### src/rtl/bcd_seq_conv_pkg.sv
// Shared constants and types for the iterative binary-to-BCD converter.
// The default input width matches the RPM measurement path.
package bcd_seq_conv_pkg;

  localparam int RPM_WIDTH   = 16;
  localparam int BCD_DIGIT_W = 4;

  typedef logic [BCD_DIGIT_W-1:0] digit_t;

  // A digit that is 5 or more gets 3 added, so that the next left shift
  // carries correctly into the next decimal digit.
  localparam digit_t ADD3_THRESH = digit_t'(5);
  localparam digit_t ADD3_INC    = digit_t'(3);

  typedef enum logic {
    IDLE,
    SHIFT
  } state_e;

endpackage

### src/rtl/bcd_seq_conv_add3.sv
// Double-dabble correction cell for one BCD digit.
// Adds 3 when the digit is 5 or more, otherwise passes it through unchanged.
module bcd_add3
  import bcd_seq_conv_pkg::*;
(
  input  logic [BCD_DIGIT_W-1:0] digit_i,
  output logic [BCD_DIGIT_W-1:0] digit_o
);

  assign digit_o = (digit_i >= ADD3_THRESH) ? digit_i + ADD3_INC : digit_i;

endmodule

### src/rtl/bcd_seq_conv.sv
// Iterative binary-to-BCD converter (shift-and-add-3), one input bit per cycle.
// Presents saturated BCD digits, an overflow flag and a leading-zero blanking mask.
module bcd_seq_conv
  import bcd_seq_conv_pkg::*;
#(
  parameter int BIN_WIDTH = RPM_WIDTH,
  parameter int DIGITS    = 4
) (
  input  logic                     clk,
  input  logic                     reset,
  input  logic                     start,
  input  logic [BIN_WIDTH-1:0]     value,
  output logic                     busy,
  output logic                     valid,
  output logic [4*DIGITS-1:0]      bcd,
  output logic [DIGITS-1:0]        blank,
  output logic                     overflow
);

  localparam int ACC_W = BCD_DIGIT_W * DIGITS;
  localparam int CNT_W = $clog2(BIN_WIDTH + 1);

  localparam logic [ACC_W-1:0]  ALL_NINES = {DIGITS{4'h9}};
  localparam logic [DIGITS-1:0] BLANK_RST = ~DIGITS'(1);

  state_e                 state_q, state_d;
  logic [BIN_WIDTH-1:0]   bin_sh_q, bin_sh_d;
  logic [ACC_W-1:0]       bcd_acc_q, bcd_acc_d;
  logic                   ovf_sticky_q, ovf_sticky_d;
  logic [CNT_W-1:0]       cnt_q, cnt_d;
  logic                   valid_q, valid_d;
  logic [ACC_W-1:0]       bcd_q, bcd_d;
  logic [DIGITS-1:0]      blank_q, blank_d;
  logic                   overflow_q, overflow_d;

  logic [ACC_W-1:0]       corr;
  logic [ACC_W-1:0]       acc_shift;
  logic                   ovf_shift;
  logic [ACC_W-1:0]       bcd_fin;
  logic [DIGITS-1:0]      blank_fin;
  logic                   zero_run;
  logic                   last_iter;

  for (genvar g = 0; g < DIGITS; g++) begin : g_add3
    bcd_add3 u_add3 (
      .digit_i (bcd_acc_q[BCD_DIGIT_W*g +: BCD_DIGIT_W]),
      .digit_o (corr[BCD_DIGIT_W*g +: BCD_DIGIT_W])
    );
  end

  // The bit leaving the top digit after correction means the value no
  // longer fits in DIGITS decimal digits.
  assign acc_shift = {corr[ACC_W-2:0], bin_sh_q[BIN_WIDTH-1]};
  assign ovf_shift = ovf_sticky_q | corr[ACC_W-1];
  assign bcd_fin   = ovf_shift ? ALL_NINES : acc_shift;
  assign last_iter = (cnt_q == CNT_W'(1));

  always_comb begin
    zero_run  = 1'b1;
    blank_fin = '0;
    for (int k = DIGITS - 1; k > 0; k--) begin
      zero_run     = zero_run & (bcd_fin[BCD_DIGIT_W*k +: BCD_DIGIT_W] == '0);
      blank_fin[k] = zero_run;
    end
  end

  // NOTE: sequential state uses non-blocking assignments so every flop
  // samples the pre-edge values regardless of process ordering.
  always_ff @(posedge clk) begin
    if (reset) state_q <= IDLE;
    else       state_q <= state_d;
  end

  always_comb begin
    state_d = state_q;
    unique case (state_q)
      IDLE:  if (start)     state_d = SHIFT;
      SHIFT: if (last_iter) state_d = IDLE;
    endcase
  end

  // NOTE: every combinational output is given a hold/default value first,
  // so no path through the branches can infer a latch.
  always_comb begin
    bin_sh_d     = bin_sh_q;
    bcd_acc_d    = bcd_acc_q;
    ovf_sticky_d = ovf_sticky_q;
    cnt_d        = cnt_q;
    valid_d      = 1'b0;
    bcd_d        = bcd_q;
    blank_d      = blank_q;
    overflow_d   = overflow_q;
    unique case (state_q)
      IDLE: begin
        if (start) begin
          bin_sh_d     = value;
          bcd_acc_d    = '0;
          ovf_sticky_d = 1'b0;
          cnt_d        = CNT_W'(BIN_WIDTH);
        end
      end
      SHIFT: begin
        bin_sh_d     = bin_sh_q << 1;
        bcd_acc_d    = acc_shift;
        ovf_sticky_d = ovf_shift;
        cnt_d        = cnt_q - CNT_W'(1);
        if (last_iter) begin
          valid_d    = 1'b1;
          bcd_d      = bcd_fin;
          blank_d    = blank_fin;
          overflow_d = ovf_shift;
        end
      end
    endcase
  end

  always_ff @(posedge clk) begin
    if (reset) begin
      bin_sh_q     <= '0;
      bcd_acc_q    <= '0;
      ovf_sticky_q <= 1'b0;
      cnt_q        <= '0;
      valid_q      <= 1'b0;
      bcd_q        <= '0;
      blank_q      <= BLANK_RST;
      overflow_q   <= 1'b0;
    end else begin
      bin_sh_q     <= bin_sh_d;
      bcd_acc_q    <= bcd_acc_d;
      ovf_sticky_q <= ovf_sticky_d;
      cnt_q        <= cnt_d;
      valid_q      <= valid_d;
      bcd_q        <= bcd_d;
      blank_q      <= blank_d;
      overflow_q   <= overflow_d;
    end
  end

  assign busy     = (state_q == SHIFT);
  assign valid    = valid_q;
  assign bcd      = bcd_q;
  assign blank    = blank_q;
  assign overflow = overflow_q;

endmodule

### config.mk
export PLATFORM = sky130hd
export DESIGN_NAME = bcd_seq_conv
export DESIGN_NICKNAME = d
export VERILOG_FILES = /design/src/rtl/bcd_seq_conv_pkg.sv /design/src/rtl/bcd_seq_conv_add3.sv /design/src/rtl/bcd_seq_conv.sv
export SDC_FILE = /design/constraint.sdc
export NUM_CORES = 1
export LEC_CHECK = 0
export CORE_ASPECT_RATIO = 2
export CORE_MARGIN = 5
export CORE_UTILIZATION = 40
export CTS_CLUSTER_DIAMETER = 30
export CTS_CLUSTER_SIZE = 24
export DETAILED_ROUTE_END_ITERATION = 10
export HOLD_SLACK_MARGIN = 0.06
export PLACE_DENSITY_LB_ADDON = 0.05
export SYNTH_ARGS = -nofsm -noshare
export SYNTH_HDL_FRONTEND = slang
export SYNTH_SLANG_ARGS = --single-unit
### constraint.sdc
create_clock -name clk -period 2.1 [get_ports clk]
set_clock_uncertainty 0.2 [all_clocks]
set_input_delay 0.315 -clock clk [delete_from_list [all_inputs] [get_ports clk]]
set_output_delay 0.315 -clock clk [all_outputs]
set_load 0.1 [all_outputs]
# ---- Word level (Yosys, flattened, before mapping)
# Index checks and enable logic that the tools add are counted.
dict set report totals {
  reg_bits 60
  latch_bits 0
  ram_bits 0
  romBits 0
  out_inout_bits 23
  elab_cells 46
  n_memories 0
}
dict set report classes {
  addsub 5
  multipliers 0
  div 0
  magnitude_cmp 4
  n_eq_ne 2
  n_shift 0
  mux 17
  n_bitwise 4
  n_reduce_logical 5
}
# cell count
set ops {}
lappend ops {{one-hot mux 16 bit (2 select lines)} 2}
lappend ops {{two-way mux 16 bit} 3}
lappend ops {{adder 4 x 2 -> 4 bit, second input constant} 4}
lappend ops {{greater-or-equal comparator 4 x 3 -> 1 bit, second input constant} 4}
lappend ops {{two-way mux 4 bit} 4}
lappend ops {{zero test 4 bit} 3}
lappend ops {{one-hot mux 5 bit (2 select lines)} 1}
lappend ops {{equality test 5 x 1 -> 1 bit, second input constant} 1}
lappend ops {{two-way mux 5 bit} 1}
lappend ops {{subtractor 5 x 1 -> 5 bit, second input constant} 1}
lappend ops {{two-way mux 1 bit} 4}
lappend ops {{one-hot mux 1 bit (2 select lines)} 2}
lappend ops {{bitwise AND 1 bit} 2}
lappend ops {{inequality test 2 bit, second input constant} 1}
lappend ops {{AND reduction 2 bit} 1}
lappend ops {{OR reduction 2 bit} 1}
lappend ops {{inverter 1 bit} 1}
lappend ops {{OR 1 bit} 1}

# ---- Longest topological paths before layout
# Gate-level depths: netlist (run 1).
dict set report depth {
  depth_word 7
  mapped_depth 8
}

# ---- Modules after synthesis
# Synthesis (run 1) repeated with hierarchy kept, for this count alone.
dict set report unflattened {
  cells_unflattened 345
  hier_area_um2 3006.6
}
# module instances cells_each area_each_um2 seq_area_each_um2
set by_module_without_submodules {}
lappend by_module_without_submodules {bcd_seq_conv 1 281 2601.2 1201.2}
lappend by_module_without_submodules {bcd_add3 4 16 101.3 0.0}

# ---- Least setup slack after synthesis (run 1)
# No wires, ideal clock.
dict set report synth_path {
  path_type {flip-flop to flip-flop}
  from {register state_q (netlist: busy)}
  to {register blank_q[1] (netlist: blank[1])}
  setup_ns 0.062
  t_arrival_ns 2.078
  required_time_ns 1.838
  slack_ns -0.241
  path_stages_with_launch 5
  n_path_buf 0
  period_less_slack_ns 2.341
  cell_sequence {dfxtp_1 -> and4b_1 -> nand3_1 -> nor4_4 -> a221o_1}
}
dict set report synth_via {
  elab_chain_len 1
}
# item line
set synth_lines {}
lappend synth_lines {{from (decl)} bcd_seq_conv.sv:26} ;# state_e state_q, state_d;
lappend synth_lines {{from (signal assigned)} bcd_seq_conv.sv:71} ;# else state_q <= state_d;
lappend synth_lines {{AND reduction 2 bit (no source line)} -}
lappend synth_lines {{to (signal assigned)} bcd_seq_conv.sv:134} ;# blank_q <= blank_d;
lappend synth_lines {{to (decl)} bcd_seq_conv.sv:33} ;# logic [DIGITS-1:0] blank_q, blank_d;
# No other way between the ends.
# A chain may end at the register's enable or synchronous reset.

# ---- Worst setup path in the final report (run 1)
dict set report layout_path {
  from {register bcd_acc_q[8]}
  to {register blank_q[1] (netlist: blank[1])}
}
dict set report layout_via {
  elab_chain_len 6
}
# item line
set layout_lines {}
lappend layout_lines {{from (decl)} bcd_seq_conv.sv:28} ;# logic [ACC_W-1:0] bcd_acc_q, bcd_acc_d;
lappend layout_lines {{from (signal assigned)} bcd_seq_conv.sv:120} ;# bcd_acc_q <= '0;
lappend layout_lines {{from (signal assigned)} bcd_seq_conv.sv:129} ;# bcd_acc_q <= bcd_acc_d;
lappend layout_lines {{adder 4 x 2 -> 4 bit or greater-or-equal comparator 4 x 3 -> 1 bit (tied branches)} bcd_seq_conv_add3.sv:10} ;# assign digit_o = (digit_i >= ADD3_THRESH) ? digit_i + ADD3_INC : digit_i;
lappend layout_lines {{two-way mux 4 bit (*)} bcd_seq_conv_add3.sv:10}
lappend layout_lines {{two-way mux 16 bit (*)} bcd_seq_conv.sv:55} ;# assign bcd_fin = ovf_shift ? ALL_NINES : acc_shift;
lappend layout_lines {{zero test 4 bit} bcd_seq_conv.sv:62} ;# zero_run = zero_run & (bcd_fin[BCD_DIGIT_W*k +: BCD_DIGIT_W] == '0);
lappend layout_lines {{bitwise AND 1 bit (*) (2 in series)} bcd_seq_conv.sv:62}
# Every way passes the cells marked *; elsewhere a longest branch is shown, timed or not.

==> run summary, run 1 <==
Pre-antenna DRT Iters - 4
Crit path DAT - 2.00 ns
Starting density of the core - 40.78%
Netlist area before placement - 2830 um^2
DRT Wirelength - 6785 um
CTS root buf - clkbuf_16
Ys async rst share - 0%
Netlist cell types - 46
Pins Over Slew Limit - 0
# rows - 43
Post-synth EDFFs - 0
Setup repair after global routing missed its margin - true
WP data required - 2.11 ns
Reg2reg setup slack - 0.11 ns
Met2 Use GR - 30.35%
Syn. warnings - 0
Setup TNS Final - 0 ns
Met3 Use GR - 3.127%
Status - completed
Peak VDD IR - 471.9 uV
Initial antenna violation count - 0
TritonCTS Buffers - 9
Global-route wire length before repair - 11,360 um
FF+latch count, synth - 60
Share of power burned in registers - 40.1%
GRT overflow - 0
Fill count - 663
Nets - 405
CP Max Fanout - 6
Post-route setup slack - 0.1065 ns
Met1 usage in global routing - 16.70%
Type of destination of the critical path - flip-flop
Clock latency at the later pin of the worst-skew pair - 0.32 ns
Post-DR wirelength/cell - 14.41 um
DRT iter0 DRCs - 120
Clock power share - 49.0%
Syn_nets - 363
Largest net degree at the start of global routing - 41
GP Congestion - 0.7992
Hpwl dp - 4901 um
Ys flop type - dfxtp_1
H-tree depth - 3
CTS tree - done
Gr usage total - 16.14%
Crit path kind - flip-flop to flip-flop
Die height - 129.0 um
Final period util - 94.93%
Sw Share - 24.07%
Net switching power - 0.0007219 W
Seq/Total Area, Yosys - 42.44%
Crit path launch type - flip-flop
Combinational share of power - 10.9%
Max Cap Viol - 0
# IOs - 42
Cts hold-fix bufs - 0
Layout area overhead - 29.40%
Minimum clock period - 1.993 ns
Pwr Density - 818.9 nW/um^2
Sink Count - 60
Antenna cell count - 0
Max Freq - 501.6 MHz
Share of cells above drive strength 1 - 17.59%
Vias in the first global route - 2,386
Dpl ws - 0.02859 ns
IO Port Bufs - 40
Syn Inst Count - 334
Synth Area per Inst - 8.474 um^2
Clock Path Buffers - 2
Die Footprint - 8960 um^2
Die extent in x - 69.48 um
Area of the core - 6940 um^2
Vias/cell - 5.200
Vias - 2,449
Lkg Pwr - 1.507 nW
Setup violators final - 0
Remaining DRCs - 0
Final Hold Fails - 0
Reg clk slew, reported paths - 0.05 ns
P_int - 0.002277 W
GR peak layer - met2
Hold Crit Class - input pin to flip-flop
Antenna viol nets, final - 0
[worst max-delay path, cell delays in order, from the launching register on]
cell and delay (ns):
dfxtp_2 0.37, inv_1 0.07, ha_1 0.25, and3b_1 0.19, o211ai_1 0.21, a221o_1 0.23, nor4_4 0.05, a221o_1 0.30
[logic make-up (layout without fill, tap and decap cells)]
group / Yosys count / in the layout / share of synthesized area (%)
flip-flops: 60 / 60 / 42.44
XOR/XNOR: 5 / 5 / 1.547
AND/OR/NAND/NOR: 122 / 122 / 21.00
AO/OA/AOI/OAI: 80 / 80 / 18.35
buffers and inverters: 36 / 83 / 5.040
other: 1 / 1 / 0.1325
multiplexers: 20 / 20 / 7.073
adder cells (fa/ha/maj): 10 / 10 / 4.421
[routing by layer]
layer	vias up	part of all wire [%]	wire length (um)
met2	39	55	3713
met5	-	0	0
met3	14	2.8	193
li1	1255	-	-
met1	1141	40	2716
met4	0	2.4	161
[Yosys cell counts (2+ instances only)]
library cell / n / area share (%)
a211o_1: 2 / 0.62
a211oi_1: 4 / 1.1
a21o_1: 3 / 0.80
a21oi_1: 38 / 6.7
a221o_1: 2 / 0.71
a22oi_1: 7 / 1.9
buf_1: 7 / 0.93
buf_2: 3 / 0.53
clkbuf_1: 11 / 1.5
dfxtp_1: 60 / 42
ha_1: 10 / 4.4
inv_1: 14 / 1.9
mux2i_1: 20 / 7.1
nand2_1: 11 / 1.5
nand2b_1: 9 / 2.0
nor2_1: 65 / 8.6
nor2b_1: 3 / 0.66
nor3_1: 14 / 2.5
nor3b_1: 9 / 2.4
o21ai_0: 7 / 1.2
o21ai_1: 2 / 0.35
o221a_2: 6 / 2.4
xnor2_1: 4 / 1.2
[final timing paths]
path | startpoint | end | cells past startpoint
min reg2reg | blank[2] | blank[2] | 1
max | bcd_acc_q[8] | blank[1] | 7
min | reset | bcd[5] | 2
max reg2reg | bcd_acc_q[8] | blank[1] | 7
[power groups by stage]
stage                     registers (W)  clock network [W]  logic (W)
after floorplan                 0.00128                  0   0.000168
after global placement          0.00123                  0   0.000326
after detailed placement        0.00123                  0   0.000329
after CTS                       0.00120            0.00151   0.000330
after global routing            0.00121            0.00156   0.000356
final                           0.00120            0.00147   0.000326
[cell type report]
class	count	area [um^2]	share of cell area, %
multi-input cells	238	1513	41.31
flip-flops and latches	60	1205	32.90
repair buffers	53	475.5	12.98
clock buffers	12	256.5	7.004
well taps	90	112.6	3.075
inverters	14	52.55	1.435
clock inverters	4	47.55	1.298
[state kept, by name, indices dropped and copies added, names as in the netlist]
register,flops
bcd,16
bcd_acc_q,16
bin_sh_q,16
blank,3
busy,1
cnt_q,5
overflow,1
ovf_sticky_q,1
valid,1
[stage by stage]
step,hold WS (ns),utilization [%],total power [W],area (um^2),std cells
detailed placement,0.2553,47.97,0.001555,3329,455
finish,0.1155,52.77,0.002999,3662,471
CTS,0.1078,52.35,0.003046,3633,471
global route,0.1212,52.77,0.003124,3662,471
floorplan,0.2537,-,0.001452,2831,334
global placement,0.2664,47.97,0.001552,3329,455
[repair_timing]
item,in CTS,in global routing
gates resized for setup,0,8
setup buffers,0,0
setup endpoints to repair,0,12
[cells in the final DEF, fill, tap and decap left out, types with 2 or more instances in the layout]
| cell type | count |
|---|---|
| clkinv_2 | 2 |
| a211o_1 | 2 |
| nor2b_1 | 3 |
| inv_1 | 14 |
| a21o_1 | 3 |
| xnor2_1 | 4 |
| nand2_1 | 11 |
| o221a_2 | 6 |
| nor2_1 | 65 |
| clkdlybuf4s50_1 | 17 |
| a211oi_1 | 4 |
| o21ai_1 | 2 |
| dfxtp_2 | 3 |
| dfxtp_1 | 57 |
| nor3_1 | 14 |
| a21oi_2 | 2 |
| mux2i_1 | 20 |
| a221o_1 | 2 |
| buf_4 | 32 |
| a22oi_1 | 7 |
| o21ai_0 | 7 |
| clkbuf_16 | 9 |
| buf_12 | 3 |
| nand2b_1 | 9 |
| a21oi_1 | 37 |
| ha_1 | 10 |
| nor3b_1 | 8 |
| clkbuf_8 | 2 |
Note: power is estimated with default switching activity, not from simulation.
==> run 2: changes to the inputs <==
- CORE_ASPECT_RATIO: 2 -> not set
==> run summary, run 2 (synthesis gave the netlist of run 1 again) <==
Antenna viol nets, final - 0 (unchanged)
CTS root buf - clkbuf_8
Antenna cell count - 0 (unchanged)
Pins Over Slew Limit - 0 (unchanged)
R2r endpoint - blank[1]
CTS tree - done
Largest net degree at the start of global routing - 43 (+4.9%)
Vias/cell - 5.019 (-3.5%)
Area of the core - 6832 um^2 (-1.6%)
GR peak layer - met2
Post-route setup slack - 0.1475 ns (+0.04092 ns)
Hold Crit Class - input pin to flip-flop
Post-DR wirelength/cell - 13.19 um (-8.5%)
TritonCTS Buffers - 9 (unchanged)
Global-route wire length before repair - 10,780 um (-5.1%)
Pwr Density - 688.3 nW/um^2 (-16%)
Vias in the first global route - 2,350 (-1.5%)
Hpwl dp - 4376 um (-11%)
Crit path kind - flip-flop to flip-flop
Final Hold Fails - 0 (unchanged)
Setup repair after global routing missed its margin - false
H-tree depth - 3 (unchanged)
Max Cap Viol - 0 (unchanged)
Reg2reg setup slack - 0.15 ns (+0.04 ns)
Die height - 94.12 um (-27%)
Peak VDD IR - 313.3 uV (-34%)
Met3 Use GR - 4.407% (+1.3 points)
Setup TNS Final - 0 ns (unchanged)
Reg clk slew, reported paths - 0.06 ns (about the same)
IO Port Bufs - 40 (unchanged)
Die extent in x - 94.12 um (+35%)
Die Footprint - 8858 um^2 (-1.1%)
# rows - 30 (-30%)
Final period util - 92.98% (-1.9 points)
Cell count of the worst reg-to-reg path - 7 (unchanged)
Crit path DAT - 1.97 ns (-0.03 ns)
Vias - 2,394 (-2.2%)
R2r startpoint - bcd_acc_q[8]
Max Freq - 512.2 MHz (+2.1%)
Starting density of the core - 41.43% (+0.65 points)
Clock latency at the later pin of the worst-skew pair - 0.33 ns (about the same)
Pre-antenna DRT Iters - 4 (unchanged)
# IOs - 42 (unchanged)
Lkg Pwr - 1.438 nW (-4.6%)
Most common cell after layout, fill and taps aside - nor2_1
Minimum clock period - 1.953 ns (-0.04092 ns)
Status - completed
Min-Delay Path Depth - 2 (unchanged)
Nets - 405 (unchanged)
WP data required - 2.12 ns (about the same)
DRT iter0 DRCs - 105 (-13%)
Fill count - 683 (+3.0%)
GP Congestion - 0.8031 (+0.49%)
GRT overflow - 0 (unchanged)
Setup repair bufs after CTS - 0 (unchanged)
Gr usage total - 15.57% (-0.57 points)
Register area - 1205 um^2 (unchanged)
Crit path launch type - flip-flop
Setup violators final - 0 (unchanged)
CP Max Fanout - 6 (unchanged)
Area of the multi-input gates - 1498 um^2 (-0.99%)
Sink Count - 60 (unchanged)
Clock Path Buffers - 2 (unchanged)
Most frequent cells in the layout - nor2_1, dfxtp_1, a21oi_1
DRT Wirelength - 6290 um (-7.3%)
Dpl ws - 0.06947 ns (+0.04088 ns)
Layout area overhead - 23.70%
WHS Endpoint - bcd_acc_q[3]
Type of destination of the critical path - flip-flop
Met1 usage in global routing - 19.31% (+2.6 points)
Initial antenna violation count - 0 (unchanged)
Remaining DRCs - 0 (unchanged)
Met2 Use GR - 24.54% (-5.8 points)
Hold path start - reset
Share of cells above drive strength 1 - 16.27% (-1.3 points)
Total power - 0.002410 W (-20%)
Worst Hold Slack - 0.09325 ns (-0.02222 ns)
## run 2: timing repair
action	CTS	global route
hold buffers	0	0
hold endpoints to repair	0	0
gates resized for setup	0	5
setup endpoints to repair	0	12
## run 2: final cells by class
type,instances,area share (%)
multi-input combinational,238,42.78
clock buffer,14,4.360
tap,96,3.431
clock inverter,2,0.2859
sequential,60,34.42
timing repair buffer,53,13.22
inverter,14,1.501
## run 2: worst max-delay path by stage
stage                       start       end  slack, ns
floorplan                    busy  blank[1]       0.12
global placement    bcd_acc_q[12]  blank[1]       0.08
detailed placement  bcd_acc_q[12]  blank[1]       0.07
CTS                 bcd_acc_q[12]  blank[1]       0.05
global route         bcd_acc_q[4]  blank[1]      0.003
finish               bcd_acc_q[8]  blank[1]       0.15
## run 2: critical path, cell delays in order (launching register included)
cell,delay (ns)
dfxtp_2,0.38
inv_1,0.08
ha_1,0.25
and3b_1,0.19
o211ai_1,0.18
a221o_1,0.23
nor4_4,0.05
a221o_1,0.29
## run 2: metal layers
metal | share of wire [%] | routed length [um]
met5 | 0 | 0
met4 | 2.0 | 124
met3 | 5.0 | 313
met2 | 46 | 2896
met1 | 47 | 2956
## run 2: stage by stage
step	area, um^2	instances	util, %
floorplan	2831	334	-
global placement	3324	461	48.66
detailed placement	3324	461	48.66
CTS	3487	477	51.04
global route	3501	477	51.25
finish	3501	477	51.25
## run 2: power breakdown
part	internal, W	total [W]	switching, W	leakage (nW)
sequential	0.00118	0.00120	0.0000224	0.489
clock	0.000459	0.000890	0.000432	0.0844
combinational	0.000119	0.000321	0.000202	0.865
total	0.00175	0.00241	0.000656	1.44
